**src/rtl/pipe_hazard_ctrl_if.sv**
```systemverilog
// Decode-side control bundle between the datapath (master) and pipe_hazard_ctrl (slave).
interface pipe_hazard_ctrl_if #(parameter int REG_AW = 6);
   logic [REG_AW-1:0] id_rs;
   logic [REG_AW-1:0] id_rt;
   logic              id_uses_rs;
   logic              id_uses_rt;
   logic [REG_AW-1:0] ex_rd;
   logic              ex_regwrt;
   logic              ex_memrd;
   logic [REG_AW-1:0] mem_rd;
   logic              mem_regwrt;
   logic              redirect;
   logic              ext_stall;
   logic              pc_wr_en;
   logic              ifid_wr_en;
   logic              ifid_flush;
   logic              idex_bubble;
   logic              pc_sel_redirect;
   logic              busy;

   modport master (
      output id_rs, id_rt, id_uses_rs, id_uses_rt, ex_rd, ex_regwrt, ex_memrd,
             mem_rd, mem_regwrt, redirect, ext_stall,
      input  pc_wr_en, ifid_wr_en, ifid_flush, idex_bubble, pc_sel_redirect, busy
   );

   modport slave (
      input  id_rs, id_rt, id_uses_rs, id_uses_rt, ex_rd, ex_regwrt, ex_memrd,
             mem_rd, mem_regwrt, redirect, ext_stall,
      output pc_wr_en, ifid_wr_en, ifid_flush, idex_bubble, pc_sel_redirect, busy
   );
endinterface

```
**src/rtl/pipe_hazard_ctrl.sv**
```systemverilog
// RUN/STALL/FLUSH sequencer for PC, IF/ID and ID/EX controls.
// Define PIPECTRL_FWD_EN when the datapath forwards, so only load-use hazards stall.
module pipe_hazard_ctrl #(
   parameter int LOAD_USE_STALL = 1,
   parameter int BRANCH_FLUSH   = 2,
   parameter int REG_AW         = 6
) (
   input  logic              clk,
   input  logic              rst,
   pipe_hazard_ctrl_if.slave bus
);
   typedef enum logic [1:0] {ST_RUN, ST_STALL, ST_FLUSH} state_t;

   localparam logic [3:0] STALL_RELOAD = 4'(LOAD_USE_STALL - 1);
   localparam logic [3:0] FLUSH_RELOAD = 4'(BRANCH_FLUSH - 1);

   state_t            state_q, state_d;
   logic [3:0]        cnt_q, cnt_d;
   logic [REG_AW-1:0] rs, rt;
   logic              ex_match, mem_match, hz_long, hz_short;

   assign rs = bus.id_rs;
   assign rt = bus.id_rt;
   assign ex_match  = (bus.id_uses_rs & (rs == bus.ex_rd))  | (bus.id_uses_rt & (rt == bus.ex_rd));
   assign mem_match = (bus.id_uses_rs & (rs == bus.mem_rd)) | (bus.id_uses_rt & (rt == bus.mem_rd));

   // hz_long uses the full stall length; hz_short is a MEM-stage match that only ever costs one cycle.
`ifdef PIPECTRL_FWD_EN
   assign hz_long  = bus.ex_memrd & bus.ex_regwrt & ex_match;
   assign hz_short = 1'b0 & mem_match & bus.mem_regwrt;
`else
   assign hz_long  = bus.ex_regwrt & ex_match;
   assign hz_short = bus.mem_regwrt & mem_match;
`endif

   always_ff @(posedge clk) begin
      if (rst) begin
         state_q <= ST_RUN;
         cnt_q   <= 4'd0;
      end else begin
         state_q <= state_d;
         cnt_q   <= cnt_d;
      end
   end

   always_comb begin
      state_d             = state_q;
      cnt_d               = cnt_q;
      bus.pc_wr_en        = 1'b1;
      bus.ifid_wr_en      = 1'b1;
      bus.ifid_flush      = 1'b0;
      bus.idex_bubble     = 1'b0;
      bus.pc_sel_redirect = 1'b0;

      if (bus.redirect) begin
         bus.pc_sel_redirect = 1'b1;
         bus.ifid_flush      = 1'b1;
         bus.idex_bubble     = 1'b1;
         if (BRANCH_FLUSH > 1) begin
            state_d = ST_FLUSH;
            cnt_d   = FLUSH_RELOAD;
         end else begin
            state_d = ST_RUN;
            cnt_d   = 4'd0;
         end
      end else if (bus.ext_stall) begin
         bus.pc_wr_en   = 1'b0;
         bus.ifid_wr_en = 1'b0;
      end else begin
         case (state_q)
            ST_STALL: begin
               bus.pc_wr_en    = 1'b0;
               bus.ifid_wr_en  = 1'b0;
               bus.idex_bubble = 1'b1;
               cnt_d           = cnt_q - 4'd1;
               if (cnt_q == 4'd1) state_d = ST_RUN;
            end
            ST_FLUSH: begin
               bus.ifid_flush  = 1'b1;
               bus.idex_bubble = 1'b1;
               cnt_d           = cnt_q - 4'd1;
               if (cnt_q == 4'd1) state_d = ST_RUN;
            end
            default: begin
               if (hz_long || hz_short) begin
                  bus.pc_wr_en    = 1'b0;
                  bus.ifid_wr_en  = 1'b0;
                  bus.idex_bubble = 1'b1;
                  if (hz_long && (LOAD_USE_STALL > 1)) begin
                     state_d = ST_STALL;
                     cnt_d   = STALL_RELOAD;
                  end
               end
            end
         endcase
      end

      // Reset forces a NOP into the front end regardless of state.
      if (rst) begin
         bus.pc_wr_en        = 1'b0;
         bus.ifid_wr_en      = 1'b0;
         bus.ifid_flush      = 1'b1;
         bus.idex_bubble     = 1'b1;
         bus.pc_sel_redirect = 1'b0;
      end
   end

   assign bus.busy = (state_q != ST_RUN) & ~rst;
endmodule

```
**src/flat_wrapper.sv**
```systemverilog
// flat-port wrapper written by rule: the top's interface ports become plain ports
module pipe_hazard_ctrl_flat 
#(
   parameter int LOAD_USE_STALL = 1,
   parameter int BRANCH_FLUSH   = 2,
   parameter int REG_AW         = 6
)
  (clk, rst, bus_id_rs, bus_id_rt, bus_id_uses_rs, bus_id_uses_rt, bus_ex_rd, bus_ex_regwrt, bus_ex_memrd, bus_mem_rd, bus_mem_regwrt, bus_redirect, bus_ext_stall, bus_pc_wr_en, bus_ifid_wr_en, bus_ifid_flush, bus_idex_bubble, bus_pc_sel_redirect, bus_busy);
  pipe_hazard_ctrl_if #(.REG_AW(REG_AW)) bus_i ();
  input  logic clk;
  input  logic rst;
  input wire logic [$bits(bus_i.id_rs)-1:0] bus_id_rs;
  input wire logic [$bits(bus_i.id_rt)-1:0] bus_id_rt;
  input wire logic [$bits(bus_i.id_uses_rs)-1:0] bus_id_uses_rs;
  input wire logic [$bits(bus_i.id_uses_rt)-1:0] bus_id_uses_rt;
  input wire logic [$bits(bus_i.ex_rd)-1:0] bus_ex_rd;
  input wire logic [$bits(bus_i.ex_regwrt)-1:0] bus_ex_regwrt;
  input wire logic [$bits(bus_i.ex_memrd)-1:0] bus_ex_memrd;
  input wire logic [$bits(bus_i.mem_rd)-1:0] bus_mem_rd;
  input wire logic [$bits(bus_i.mem_regwrt)-1:0] bus_mem_regwrt;
  input wire logic [$bits(bus_i.redirect)-1:0] bus_redirect;
  input wire logic [$bits(bus_i.ext_stall)-1:0] bus_ext_stall;
  output wire logic [$bits(bus_i.pc_wr_en)-1:0] bus_pc_wr_en;
  output wire logic [$bits(bus_i.ifid_wr_en)-1:0] bus_ifid_wr_en;
  output wire logic [$bits(bus_i.ifid_flush)-1:0] bus_ifid_flush;
  output wire logic [$bits(bus_i.idex_bubble)-1:0] bus_idex_bubble;
  output wire logic [$bits(bus_i.pc_sel_redirect)-1:0] bus_pc_sel_redirect;
  output wire logic [$bits(bus_i.busy)-1:0] bus_busy;
  assign bus_i.id_rs = bus_id_rs;
  assign bus_i.id_rt = bus_id_rt;
  assign bus_i.id_uses_rs = bus_id_uses_rs;
  assign bus_i.id_uses_rt = bus_id_uses_rt;
  assign bus_i.ex_rd = bus_ex_rd;
  assign bus_i.ex_regwrt = bus_ex_regwrt;
  assign bus_i.ex_memrd = bus_ex_memrd;
  assign bus_i.mem_rd = bus_mem_rd;
  assign bus_i.mem_regwrt = bus_mem_regwrt;
  assign bus_i.redirect = bus_redirect;
  assign bus_i.ext_stall = bus_ext_stall;
  assign bus_pc_wr_en = bus_i.pc_wr_en;
  assign bus_ifid_wr_en = bus_i.ifid_wr_en;
  assign bus_ifid_flush = bus_i.ifid_flush;
  assign bus_idex_bubble = bus_i.idex_bubble;
  assign bus_pc_sel_redirect = bus_i.pc_sel_redirect;
  assign bus_busy = bus_i.busy;
  pipe_hazard_ctrl #(.LOAD_USE_STALL(LOAD_USE_STALL), .BRANCH_FLUSH(BRANCH_FLUSH), .REG_AW(REG_AW)) u_core (.clk(clk), .rst(rst), .bus(bus_i));
endmodule
```
**config.mk**
```make
export PLATFORM = sky130hd
export DESIGN_NAME = pipe_hazard_ctrl_flat
export DESIGN_NICKNAME = d
export VERILOG_FILES = /design/src/rtl/pipe_hazard_ctrl_if.sv /design/src/rtl/pipe_hazard_ctrl.sv /design/src/flat_wrapper.sv
export SDC_FILE = /design/constraint.sdc
export NUM_CORES = 1
export LEC_CHECK = 0
export CORE_MARGIN = 5
export CORE_UTILIZATION = 31
export CTS_CLUSTER_DIAMETER = 80
export CTS_CLUSTER_SIZE = 40
export DETAILED_ROUTE_END_ITERATION = 16
export HOLD_SLACK_MARGIN = 0.02
export PLACE_DENSITY_LB_ADDON = 0.15
export SETUP_SLACK_MARGIN = 0.15
export SKIP_LAST_GASP = 1
export SLEW_MARGIN = 20
export SYNTH_ARGS = -nofsm -noshare
export SYNTH_HDL_FRONTEND = slang
export SYNTH_SLANG_ARGS = --single-unit
```
**constraint.sdc**
```tcl
create_clock -name clk -period 1.4 [get_ports clk]
set_clock_uncertainty 0.15 [all_clocks]
set_input_delay 0.21 -clock clk [delete_from_list [all_inputs] [get_ports clk]]
set_output_delay 0.21 -clock clk [all_outputs]
set_load 0.005 [all_outputs]
```
==> reports/results.tsv, run 1 <==
metric	value	unit
die area	2808	um2
outcome	complete, but fails checks	
Final period util	1.192	
sequential-to-total area share from yosys stat	0.1747	
largest net degree at the start of global routing	7	
initial antenna violation count	0	
Period minus WS final	1.669	ns
post-route setup slack	-0.2686	ns
Syn Inst Count	70	
critical-path cell list	and2b_4 -> or3_4 -> o21bai_1 -> buf_2	
Top Ports	39	
Mapped Area	573.1	um2
most frequent cells in the layout	buf_2 (16), xnor2_1 (13), xnor2_2 (12), buf_6 (12), buf_4 (9)	
first-pass detailed-route iteration total	4	
Avg Cell Area, Syn	8.186	um2
Cell Rows	15	
Non-Filler Instances	143	
starting DRC count in detailed routing	6	
hold crit path type	in2reg	
Worst setup SP type	register	
ANT nets after route	0	
Max-slew headroom	0.8544	
Clk Latency, worst-skew pair	0.24	ns
share of layout cells above drive strength 1	0.5932	
Total Power	0.6445	mW
hold_buf cts	0	
FFs w/ async S/R, synth	0	
clk buf depth	2	
starting density of the core	0.3283	
critical path fanouts, max	2	
Seq cells post-synth	5	
Critical Path RT	1.04	ns
Max Cap Viol	0	
Net Count, Synth	105	
CTS tree	yes	
RSZ-0062 raised after global routing	yes	
DRC Markers	0	
commonest non-fill, non-tap cell in the layout	buf_2	
Post-Route WL	1.846	mm
placed cells	137	
Leak Pwr	0.4940	nW
die width	53.00	um
P per Cell Area	553.9	nW/um2
Overall Global Routing Usage	0.1407	
critical path capture point type	output port	
number of global-route vias before repair	633	
Main synth FF type	dfxtp_1	
CTS Sinks	5	
root buffer cell	clkbuf_4	
Layout area overhead	103.1	%
detailed-route wire length per cell	12.91	um
Setup Viol. Count Final	6	
YS warnings	0	
Worst-Margin Slew	0.2184	ns
Ant. Diodes	0	
Achievable Freq	0.5993	GHz
core area	1745	um2
TritonCTS Buffers	3	
delay of the slowest critical-path stage	0.32	ns
post-detail-place hpwl	1.470	mm
WS Path Type	reg2out	
Worst path slowest cell	or3_4	
first-pass GRT wire length	2.898	mm
Slew Viols, Final	0	
Nets	154	
Via density	4.497	
hold path depth	4	
clk slew on worst S/H paths	0.05	ns
Die Ht	53.00	um
Hold Fails Final Rpt	0	
H-tree levels	1	
Synth area leader	xnor2_1	
critical path arrival	1.31	ns
routed via count	643	
failing checks	setup timing	
GR Overflow Total	0	
Post-synth EDFFs	0	
reg2reg path depth	5	
Yosys cell types	23	
GPL Wtd Cong	0.7822	
I/O Buffers	37	
Yosys top cell area share	0.3821	
peak supply drop	0.5502	mV
Synth area leaders	xnor2_1 (38%), dfxtp_1 (17%), ha_1 (4.4%)	
-- flip-flops by register name (all words and copies together), names as in the netlist --
name / flops
u_core.cnt_q: 4
u_core.state_q: 1
-- metal layers --
metal,part of all wire,vias up,GRT usage
li1,-,334,-
met1,0.44,286,0.1864
met2,0.47,21,0.2252
met3,0.085,2,0.03380
met4,0.010,0,0.03830
met5,0,-,0
-- power by group --
group,leakage (nW),switching (mW),internal [mW],total (mW)
logic,0.437,0.124,0.194,0.317
clock network,0.0150,0.0631,0.108,0.171
registers,0.0419,0.00517,0.151,0.156
-- cell families (layout without fill, tap and decap cells) --
logic type | after synthesis | count (layout) | synth area share
adders and majority gates | 2 | 2 | 0.04366
DFF | 5 | 5 | 0.1747
and+or+nand+nor | 24 | 24 | 0.2293
AOI/OAI and AO/OA | 7 | 7 | 0.1004
xor gates and xnor gates | 27 | 27 | 0.4127
buffers and inverters | 5 | 53 | 0.03932
-- worst max-delay path: cells and delay by family (launching register included) --
kind | cells | cell delay [ns]
and+or+nand+nor | 2 | 0.47
AOI/OAI and AO/OA | 1 | 0.15
buffers and inverters | 1 | 0.13
DFF | 1 | 0.31
-- final cells by class --
| class | instances | area [um2] |
|---|---|---|
| Tap cell | 25 | 31.28 |
| Sequential cell | 5 | 103.9 |
| Fill cell | 155 | 581.8 |
| Timing Repair Buffer | 47 | 392.9 |
| Multi-Input combinational cell | 60 | 601.8 |
| Inverter | 2 | 7.507 |
| Clock buffer | 4 | 26.28 |
-- Yosys cell counts (all sizes together), types with 2 or more instances --
master	number
xnor2	25
o22ai	2
xor2	2
inv	2
ha	2
nor2	5
dfxtp	5
nor2b	3
nor3	3
nand3	4
nand2	2
clkbuf	2
nand4	4
-- through the flow --
| stage | area, um2 | utilization | hold WS (ns) | TNS [ns] | worst slack, ns |
|---|---|---|---|---|---|
| CTS | 1076 | 0.6165 | 0.3647 | -1.153 | -0.2740 |
| global route | 1164 | 0.6667 | 0.3067 | -1.333 | -0.3242 |
| floorplan | 615.6 | - | 0.2919 | -0.03370 | -0.03370 |
| finish | 1164 | 0.6667 | 0.2849 | -0.9543 | -0.2686 |
| detailed placement | 1062 | 0.6086 | 0.3981 | -5.363 | -0.9689 |
| global placement | 1062 | 0.6086 | 0.3874 | -5.254 | -0.9368 |
-- repair_timing --
action | CTS | global route
endpoints found under the setup margin | 11 | 9
setup buffers | 1 | 1
gates cloned | 0 | 0
resized for setup | 149 | 19
pin swaps | 26 | 10
-- worst paths after layout --
path | start | slack [ns] | end
max | u_core.state_q[1]$_SDFFE_PP0P_ | -0.27 | bus_idex_bubble
min | rst | 0.28 | u_core.cnt_q[1]$_SDFFE_PP0P_
max reg2reg | u_core.cnt_q[1]$_SDFFE_PP0P_ | -0.01 | u_core.state_q[1]$_SDFFE_PP0P_
min reg2reg | u_core.cnt_q[3]$_SDFFE_PP0P_ | 0.41 | u_core.cnt_q[3]$_SDFFE_PP0P_
Power figures use the tool's default switching activity.
==> run 2, diff against run 1 <==
--- a/config.mk
+++ b/config.mk
@@ -10,6 +10,7 @@
 export CTS_CLUSTER_DIAMETER = 80
 export CTS_CLUSTER_SIZE = 40
 export DETAILED_ROUTE_END_ITERATION = 16
+export GPL_TIMING_DRIVEN = 0
 export HOLD_SLACK_MARGIN = 0.02
 export PLACE_DENSITY_LB_ADDON = 0.15
 export SETUP_SLACK_MARGIN = 0.15
==> run 2 against run 1 <==
Net effect:
- the run still ends with setup timing left
- cell count is 2.8% lower
- maximum frequency is 5.6% lower
- sequential power hardly changed
- first-iteration DRC count is 67% lower
- power is 1.7% lower
- combinational power is 5% lower
- sequential share of layout area is 0.43 points higher
- clock-buffer cell count stayed put
- clock power hardly changed
- hold slack worse by 0.19 ns
- critical endpoint is now bus_pc_wr_en
- largest power group unchanged
==> reports/results.tsv, run 2 (synthesis gave the netlist of run 1 again) <==
metric	value	unit
I/O Buffers	35	
Slew Viols, Final	0	
Die Ht	53.00	um
GPL Wtd Cong	0.7883	
CTS tree	yes	
Max-slew headroom	0.8321	
P per Cell Area	570.6	nW/um2
starting density of the core	0.3283	
Overall Global Routing Usage	0.1494	
TritonCTS Buffers	3	
Nets	150	
RR Startpoint	u_core.cnt_q[1]$_SDFFE_PP0P_	
largest net degree at the start of global routing	10	
starting DRC count in detailed routing	2	
Int Power	0.4424	mW
Largest Register	u_core.cnt_q	
Clock power frac	0.275	
Via density	4.655	
Layout area overhead	93.67	%
Leak Pwr	0.4547	nW
clk slew on worst S/H paths	0.04	ns
die area	2808	um2
ANT nets after route	0	
delay of the slowest critical-path stage	0.26	ns
RSZ-0062 raised after global routing	yes	
crit path from	bus_ex_rd[2]	
Combinational Power Share	0.477	
Clk Latency, worst-skew pair	0.25	ns
Final TNS setup	-1.095	ns
Critical Path RT	1.04	ns
failing checks	setup timing	
Top Ports	39	
Post-Route WL	1.881	mm
placed cell area	997.2	um2
hold_buf cts	0	
CTS Sinks	5	
switch share	0.3015	
Worst setup SP type	primary input	
critical path fanouts, max	2	
Cell Rows	15	
area occupied by multi-input gates	586.8	um2
number of global-route vias before repair	663	
max FFs per register	4	
critical-path cell list	buf_8 -> xnor2_2 -> nand4_1 -> o22ai_2 -> a22oi_2 -> o31a_1 -> buf_4 -> buf_6	
Ant. Diodes	0	
Achievable Freq	0.5660	GHz
most frequent cells in the layout	xnor2_1 (16), buf_2 (16), buf_6 (13), xnor2_2 (9)	
outcome	complete, but fails checks	
Worst-Margin Slew	0.2518	ns
first-pass GRT wire length	3.008	mm
post-detail-place hpwl	1.437	mm
minimum hold slack	0.09351	ns
WS Path Type	in2out	
critical path capture point type	output port	
initial antenna violation count	0	
hold crit path type	in2reg	
H-tree levels	1	
post-route setup slack	-0.3667	ns
first-pass detailed-route iteration total	4	
Sw Pwr	0.1909	mW
Hold Fails Final Rpt	0	
routed via count	647	
peak supply drop	0.5673	mV
Period minus WS final	1.767	ns
final instance area	1110	um2
Final period util	1.262	
GR Overflow Total	0	
Top Registers	u_core.cnt_q x4, u_core.state_q x1	
register area	103.9	um2
Worst path slowest cell	o31a_1	
core area	1745	um2
Fill cells	162	
Crit path max-delay family	compound AO/OA/AOI/OAI gates	
Max Cap Viol	0	
CP bufs+invs	3	
Setup Viol. Count Final	5	
die width	53.00	um
Hold Crit Start	bus_redirect	
critical path arrival	1.41	ns
root buffer cell	clkbuf_4	
Seq pwr share	0.248	
share of layout cells above drive strength 1	0.5702	
detailed-route wire length per cell	13.53	um
clk buf depth	2	
DRC Markers	0	
## run 2: cell types whose count changed in the layout (fill, tap and decap cells not counted), sizes merged
cell,change
dlygate4sd2,+1
clkdlybuf4s15,-2
dlymetal6s2s,-1
buf,-4
clkbuf,+2
## run 2: path summary, 6_finish.rpt
check | end | slack, ns | depth (start not counted)
worst max-delay path | bus_pc_wr_en | -0.37 | 8
worst min-delay path | u_core.cnt_q[1]$_SDFFE_PP0P_ | 0.09 | 2
worst max register to register | u_core.state_q[1]$_SDFFE_PP0P_ | 0.05 | 5
worst min register to register | u_core.cnt_q[3]$_SDFFE_PP0P_ | 0.41 | 2
## run 2: per-layer routing
layer  GRT usage  vias up  wire length [um]  part of all wire
met5           0        -                 0                 0
met4     0.03830        0                 0                 0
met3     0.06197        0               156             0.083
met2      0.2521       22               955              0.51
met1      0.1726      299               769              0.41
li1            -      326                 -                 -
## run 2: final cells by class
cell class                      instances  share of cell area
Multi-Input combinational cell         60              0.5288
Tap cell                               25             0.02819
Buffer                                  3             0.01804
Timing Repair Buffer                   40              0.3010
Sequential cell                         5             0.09357
Inverter                                2            0.006764
Clock buffer                            4             0.02368
## run 2: what timing repair did
action                                  CTS  global route
pin swaps                                25             9
endpoints found under the setup margin    8             9
buffers inserted                          4             1
gates resized for setup                 151            16
## run 2: through the flow
stage	power (mW)	std cells	setup slack (ns)	utilization
after CTS	0.6151	138	-0.3996	0.5964
after global routing	0.6876	139	-0.4131	0.6358
after floorplan	0.2848	70	-0.03370	-
after detailed placement	0.4288	130	-1.111	0.5713
after global placement	0.4257	130	-1.080	0.5713
final	0.6333	139	-0.3667	0.6358
## run 2: worst reg2reg max path, cell delays in order (launching register included)
cell	delay (ns)
dfxtp_2	0.31
inv_2	0.05
ha_1	0.12
or4b_4	0.45
a21oi_2	0.13
nor2_1	0.04
## run 2: power groups by stage
stage / logic [mW] / clock network, mW / registers (mW)
after floorplan: 0.128 / 0 / 0.157
final: 0.302 / 0.174 / 0.157
after global placement: 0.268 / 0 / 0.158
after global routing: 0.327 / 0.203 / 0.157
after detailed placement: 0.270 / 0 / 0.158
after CTS: 0.280 / 0.179 / 0.156
